$ cat config.mk
export PLATFORM = sky130hd
export DESIGN_NAME = univ_shift_register
export DESIGN_NICKNAME = d
export VERILOG_FILES = /design/src/rtl/univ_shift_register.sv
export SDC_FILE = /design/constraint.sdc
export NUM_CORES = 1
export LEC_CHECK = 0
export ABC_AREA = 1
export CORE_ASPECT_RATIO = 0.5
export CORE_UTILIZATION = 45
export DETAILED_ROUTE_END_ITERATION = 10
export HOLD_SLACK_MARGIN = 0.02
export MAX_ROUTING_LAYER = met4
export PLACE_DENSITY_LB_ADDON = 0.2
export REMOVE_ABC_BUFFERS = 1
export SLEW_MARGIN = 20
export SYNTH_ARGS = -nofsm -noshare
export SYNTH_HDL_FRONTEND = slang
export SYNTH_SLANG_ARGS = --single-unit
$ cat constraint.sdc
create_clock -name clk -period 1.35 [get_ports clk]
set_input_delay 0.135 -clock clk [delete_from_list [all_inputs] [get_ports clk]]
set_output_delay 0.135 -clock clk [all_outputs]
set_load 0.05 [all_outputs]
$ cat src/rtl/univ_shift_register.sv
// rtl/univ_shift_register.sv - parametrised universal shift register with counted shift
//
// Purpose: N-bit register with synchronous clear, parallel load, single-step
// shift and a counted multi-bit shift driven by an internal down-counter.
//
// Ports:
//   clk      rising-edge clock
//   clr      asynchronous active-high reset
//   sclr     synchronous clear (also aborts a counted shift)
//   load     parallel load of data_in (idle only)
//   data_in  parallel load value
//   shift_s  single-step shift using mode (idle only)
//   ser_in   serial fill bit for the logical modes
//   mode     00 logical left, 01 logical right, 10 arithmetic right, 11 rotate left
//   start    begin a counted shift of amount positions
//   amount   counted shift length
//   data_out register contents
//   ser_out  bit the next shift expels under the effective mode
//   busy     counted shift in progress
//   done     one-cycle pulse when a counted shift completes
//
// Configuration macro: USR_ROTATE_EN - when undefined, mode 11 behaves as
// mode 00 and the rotate path is not built.

module univ_shift_register #(
    parameter int N     = 11,
    parameter int AMT_W = 4
) (
    input  logic             clk,
    input  logic             clr,
    input  logic             sclr,
    input  logic             load,
    input  logic [N-1:0]     data_in,
    input  logic             shift_s,
    input  logic             ser_in,
    input  logic [1:0]       mode,
    input  logic             start,
    input  logic [AMT_W-1:0] amount,
    output logic [N-1:0]     data_out,
    output logic             ser_out,
    output logic             busy,
    output logic             done
);

    localparam logic [0:0]       ST_IDLE = 1'b0;
    localparam logic [0:0]       ST_BUSY = 1'b1;
    localparam logic [AMT_W-1:0] CNT_ONE = AMT_W'(1);
    localparam logic [AMT_W-1:0] CNT_ZERO = '0;

    logic [0:0]       state;
    logic [N-1:0]     q;
    logic [AMT_W-1:0] cnt;
    logic [1:0]       mode_l;
    logic             done_r;
    logic [1:0]       eff_mode;

    function automatic logic [N-1:0] step(input logic [N-1:0] v,
                                          input logic [1:0]   m,
                                          input logic         si);
        logic [N-1:0] r;
        r = v;
        case (m)
            2'b00: r = {v[N-2:0], si};
            2'b01: r = {si, v[N-1:1]};
            2'b10: r = {v[N-1], v[N-1:1]};
`ifdef USR_ROTATE_EN
            2'b11: r = {v[N-2:0], v[N-1]};
`else
            2'b11: r = {v[N-2:0], si};
`endif
            default: r = v;
        endcase
        return r;
    endfunction

    always_ff @(posedge clk or posedge clr) begin
        if (clr) begin
            q      <= '0;
            state  <= ST_IDLE;
            cnt    <= CNT_ZERO;
            mode_l <= 2'b00;
            done_r <= 1'b0;
        end else begin
            done_r <= 1'b0;
            if (state == ST_BUSY) begin
                if (sclr) begin
                    // Abort: clear contents, no completion pulse.
                    q     <= '0;
                    state <= ST_IDLE;
                    cnt   <= CNT_ZERO;
                end else begin
                    q   <= step(q, mode_l, ser_in);
                    cnt <= cnt - CNT_ONE;
                    if (cnt == CNT_ONE) begin
                        state  <= ST_IDLE;
                        done_r <= 1'b1;
                    end
                end
            end else begin
                if (sclr) begin
                    q <= '0;
                end else if (load) begin
                    q <= data_in;
                end else if (start) begin
                    // Accepting edge only latches; first shift is on the next edge.
                    mode_l <= mode;
                    cnt    <= amount;
                    if (amount != CNT_ZERO) begin
                        state <= ST_BUSY;
                    end else begin
                        done_r <= 1'b1;
                    end
                end else if (shift_s) begin
                    q <= step(q, mode, ser_in);
                end
            end
        end
    end

    assign busy     = (state == ST_BUSY);
    assign done     = done_r;
    assign data_out = q;
    assign eff_mode = busy ? mode_l : mode;
    // Modes 00 and 11 move toward the MSB; 01 and 10 toward the LSB.
    assign ser_out  = (eff_mode == 2'b01 || eff_mode == 2'b10) ? q[0] : q[N-1];

endmodule

==> results of run 1 <==
## through the flow
stage | TNS, ns | area, um^2 | std cells | total power (uW) | util
floorplan | -3.92 | 1570 | 261 | 1480 | -
global placement | -3.65 | 2350 | 372 | 2060 | 0.678
detailed placement | -4.40 | 2350 | 372 | 2080 | 0.678
CTS | -2.68 | 2530 | 380 | 2650 | 0.728
global route | -5.37 | 2560 | 381 | 2860 | 0.737
finish | -3.71 | 2560 | 381 | 2680 | 0.737
## synth_stat cells
cell | count | area [um^2]
nand2_1 | 99 | 372
nand3_1 | 49 | 245
nor2_1 | 29 | 109
o21ai_0 | 21 | 105
dfrtp_1 | 19 | 475
inv_1 | 19 | 71.3
or2_2 | 10 | 62.6
clkbuf_1 | 6 | 22.5
ha_1 | 6 | 75.1
buf_2 | 4 | 20.0
buf_4 | 3 | 22.5
a21oi_1 | 2 | 10.0
inv_2 | 2 | 7.51
o22ai_1 | 2 | 12.5
a31oi_1 | 1 | 6.26
buf_6 | 1 | 11.3
nor2_4 | 1 | 11.3
o211ai_1 | 1 | 7.51
## kinds of logic (layout without fill, tap and decap cells)
logic type,count (synthesis),in the layout
AND/OR/NAND/NOR,188,188
buffers and inverters,35,90
AO/OA/AOI/OAI,27,27
flip-flops,19,19
adder cells (fa/ha/maj),6,6
## layout make-up
cell class	count	share of cell area
Inverter	21	0.0318
Multi-Input combinational cell	221	0.427
Tap cell	51	0.0249
Clock buffer	4	0.0176
Timing Repair Buffer	65	0.312
Sequential cell	19	0.186
## per-layer routing
metal / track usage / vias up
met3: 0.0786 / 13
met1: 0.370 / 924
met2: 0.453 / 115
met5: - / -
met4: 0.0623 / 0
li1: - / 990
## critical path, stage by stage (launching register included)
cell and delay (ns):
dfrtp_2 0.46, nand2_2 0.10, o21ai_2 0.07, or2_4 0.23
nand2_2 0.06, nand2_2 0.05, nand2_2 0.09, buf_12 0.14
## what timing repair did
item | in CTS | in global routing
endpoints found under the setup margin | 14 | 21
resized for setup | 26 | 7
buffers inserted | 3 | 1
gates cloned | 1 | 0
pin swaps | 3 | 5
hold buffers | 0 | 0
## state kept, by name, summed over array words and instances (netlist names)
name and flops:
cnt 4, busy 1, data_out 11, done 1, mode_l 2
## power by group
part,internal (uW),total (uW),switching [uW]
registers,660,815,155
clock network,211,416,206
logic,713,1450,739
total,1580,2680,1100
## worst max path at each step
stage | startpoint | end | slack, ns | depth (start not counted)
after floorplan | busy | ser_out | -0.46 | 5
after global placement | mode[0] | data_out[5] | -0.31 | 9
after detailed placement | mode[0] | data_out[10] | -0.36 | 9
after CTS | mode_l[1] | ser_out | -0.24 | 8
after global routing | busy | data_out[10] | -0.33 | 9
final | busy | ser_out | -0.24 | 7
==> results.cfg, run 1 <==
[status]
outcome = complete, but fails checks
violations = setup timing

[floorplan]
die_x_um = 87.5
ios = 38
initial_core_util = 0.474
dieHeight_um = 44.8
dieArea_um2 = 3920
design.core.area_um2 = 3470
core.rowCount = 15

[detailed_routing]
num_vias = 2042
drc = 0
first_pass_iters = 7
routedWlPerCell_um = 13.1
highest_layer = met4
met2_length_um = 2280
drtIter0Drc = 290
met1_length_um = 2150
wl_met3_um = 502
vias_per_cell = 5.36
ant_nets = 0
drt_wl_total_um = 4990

[critical_path]
cp-end-kind = output port
rr_endpoint = data_out[3]
start_kind = flip-flop
rr_worst_depth = 10
critPathKind = flip-flop to output port
reg2reg_from = busy
arrival_ns = 1.46
crit_required_ns = 1.22
ff2ff_setup_slack_ns = -0.23
crit_fanout = 5

[logic_synthesis]
ys_types = 18
syn_area_per_cell_um2 = 5.99
ys_warn_count = 0
synth_top_family_by_area = simple AND/OR/NAND/NOR gates
muxShareOfSynthArea = 0
synthAdderAreaFrac = 0.0456
yosys.area_share.simple = 0.486
synthCells = 275
synth_compound_area_frac = 0.0859
syn-cell-area_um2 = 1650
synth-xor-area-share = 0
yosysSeqAreaShare = 0.289
synth-seq-cells = 19

[pwr]
vdd_ir_drop_max_v = 0.000569
power.leakage_uw = 0.00127
p_per_area_nw_per_um2 = 1050

[clocking]
cts-root-buf = clkbuf_8
cts_buffers = 3
clock_latency_ns = 0.27
clock-sinks = 19
cts_buffer_depth = 2
cts_tree = yes
cts_max_level = 1
clkTransAtPathRegs_ns = 0.08

[finish]
drive_gt1_frac = 0.239
diodes = 0
nFillCells = 281
fin_nets = 361
final_cell_mix = 93 x nand2_1, 46 x nand3_1, 28 x nor2_1
seq_area_um2 = 477
multi_input_area_um2 = 1090
layout.cells.most_common = nand2_1
syn_to_final_growth_pct = 55.4

[global_routing]
grt_overflow = 0
grt_usage = 0.286
antenna_found_initial = 0
grt_max_degree = 20
grt_pass1_wl_um = 8230
grt_pass1_vias = 1747

[placement]
dp_hpwl_um = 3380
numPortBuffers = 37
dp_slack_ns = -0.358
place_congestion = 0.884

[timing]
worstMarginPinSlew_ns = 0.312
setup_ws_ns = -0.244
setup_viol = 19
maxSlewViolCount = 0
final.setup_skew_ns = 0.00590
rsz0062_at_grt = yes
fin_crit_sh = 1.18
layout_min_cycle_time_ns = 1.59
relSlewSlack = 0.792
fmax_ghz = 0.627
hold_ws_ns = 0.193
final_hold_viol_count = 0

[run]
drv_cap = 0

[worst_hold_path]
hold_class = input port to async pin
Power figures use the tool's default switching activity.
==> run 2, diff against run 1 <==
SETUP_SLACK_MARGIN = 0.02   (was default)
==> run 2 against run 1 <==
The flow still finishes with violations (setup timing). Die area did not move. First-iteration DRC count fell by 18%. Setup slack got worse by 0.015 ns. Register-to-register slack barely moved. Routed wire length rose by 5.0%. Combinational power rose by 3%. Critical path depth did not move. Critical endpoint unchanged. Highest routed layer unchanged.
==> results.cfg, run 2 (same netlist as run 1, synthesis figures left out) <==
[detailed_routing]
first_pass_iters = 5
drc = 0
drtIter0Drc = 237
routedWlPerCell_um = 13.7
vias_per_cell = 5.35
drt_wl_total_um = 5250
ant_nets = 0
num_vias = 2048

[floorplan]
die_x_um = 87.5
design.core.area_um2 = 3470
ios = 38
core.rowCount = 15
dieHeight_um = 44.8
initial_core_util = 0.474
dieArea_um2 = 3920

[placement]
placed_area_um2 = 2350
place_congestion = 0.884
dp_hpwl_um = 3380
numPortBuffers = 37
place_inst = 372

[finish]
layout.cells.most_common = nand2_1
final_cell_area_um2 = 2610
diodes = 0
largest_reg_flops = 11
drive_gt1_frac = 0.250
final_cell_mix = 92 x nand2_1, 46 x nand3_1, 28 x nor2_1
finalNonFillerCells = 383
fin_nets = 363
nFillCells = 271
syn_to_final_growth_pct = 58.5

[clocking]
clock_latency_ns = 0.27
clock-sinks = 19
clkTransAtPathRegs_ns = 0.07
cts_max_level = 1
cts_buffer_depth = 2
cts_tree = yes
cts-root-buf = clkbuf_8
cts_buffers = 3

[timing]
rsz0062_at_grt = yes
setup_ws_ns = -0.260
final.setup_skew_ns = 0.00196
setup_tns_ns = -3.56
final_hold_viol_count = 0
setup_viol = 19
layout_min_cycle_time_ns = 1.61
worstMarginPinSlew_ns = 0.300
fin_crit_sh = 1.19
fmax_ghz = 0.621
hold_ws_ns = 0.195
maxSlewViolCount = 0
relSlewSlack = 0.800

[pwr]
vdd_ir_drop_max_v = 0.000589
power_uw = 2730
p_per_area_nw_per_um2 = 1050
power.leakage_uw = 0.00128

[global_routing]
grt_usage = 0.289
grt_overflow = 0
use_met2 = 0.455
grtUsageMet3 = 0.0823
met1_usage = 0.368
grt_pass1_vias = 1790
grt_pass1_wl_um = 8320
antenna_found_initial = 0
grt_max_degree = 20
gr-max-usage-layer = met2

[status]
outcome = complete, but fails checks
violations = setup timing

[critical_path]
crit_buf_inv = 1
crit_fanout = 5
critPathTopFamily = simple AND/OR/NAND/NOR gates
cpMostUsedCell = nand2_2
ff2ff_setup_slack_ns = -0.24
start_kind = flip-flop
critPathKind = flip-flop to output port
arrival_ns = 1.47
crit_required_ns = 1.22
crit_path_top_delay_cell = dfrtp_2
slowest_delay_ns = 0.46
cp-end-kind = output port
path_cells = nand2_2 -> o21ai_2 -> or2_4 -> nand2_2 -> nand2_2 -> nand2_2 -> buf_12

[run]
drv_cap = 0

[worst_hold_path]
hold_class = input port to async pin
run 2: cell types whose count changed in the layout (fill, tap and decap cells not counted), sizes merged:
cell  delta
buf      +2
run 2: area by class of cell:
type	instances	area [um^2]	area share
clock buffers	4	45.0	0.0173
inverters	21	83.8	0.0321
flip-flops and latches	19	477	0.183
well taps	51	63.8	0.0244
repair buffers	67	837	0.321
multi-input cells	221	1100	0.423
run 2: what timing repair did:
action | CTS | global route
resized for setup | 30 | 11
hold buffers | 0 | 0
setup buffers | 4 | 2
gates cloned | 1 | 0
setup endpoints to repair | 17 | 21
pin swaps | 3 | 6
run 2: through the flow:
stage,setup WS (ns),utilization
final,-0.260,0.752
after global routing,-0.333,0.752
after CTS,-0.237,0.733
after detailed placement,-0.358,0.678
after global placement,-0.309,0.678
after floorplan,-0.460,-
run 2: worst paths after layout:
check	startpoint	end	depth (start not counted)
hold / removal	clr	data_out[1]	3
min in group clk	amount[2]	cnt[2]	3
hold reg to reg	mode_l[0]	mode_l[0]	2
max in group asynchronous	clr	busy	3
setup / recovery	busy	ser_out	7
setup reg to reg	busy	data_out[3]	11
run 2: worst reg2reg max path, cell delays in order, from the launching register on:
cell and delay, ns:
dfrtp_2 0.46, buf_4 0.16, buf_6 0.12, buf_4 0.14, inv_4 0.06, nor2_4 0.04
buf_12 0.15, buf_6 0.13, nand3_1 0.08, nand2_1 0.06, nand2_1 0.05, nand2_1 0.05
run 2: per-layer routing:
metal,part of all wire,wire [um]
met1,0.41,2150
met2,0.47,2480
met3,0.10,526
met4,0.017,87
met5,0,0
run 2: where the power goes:
| part | switching (uW) | internal (uW) |
|---|---|---|
| clock network | 207 | 211 |
| registers | 156 | 660 |
| logic | 764 | 730 |
| total | 1130 | 1600 |
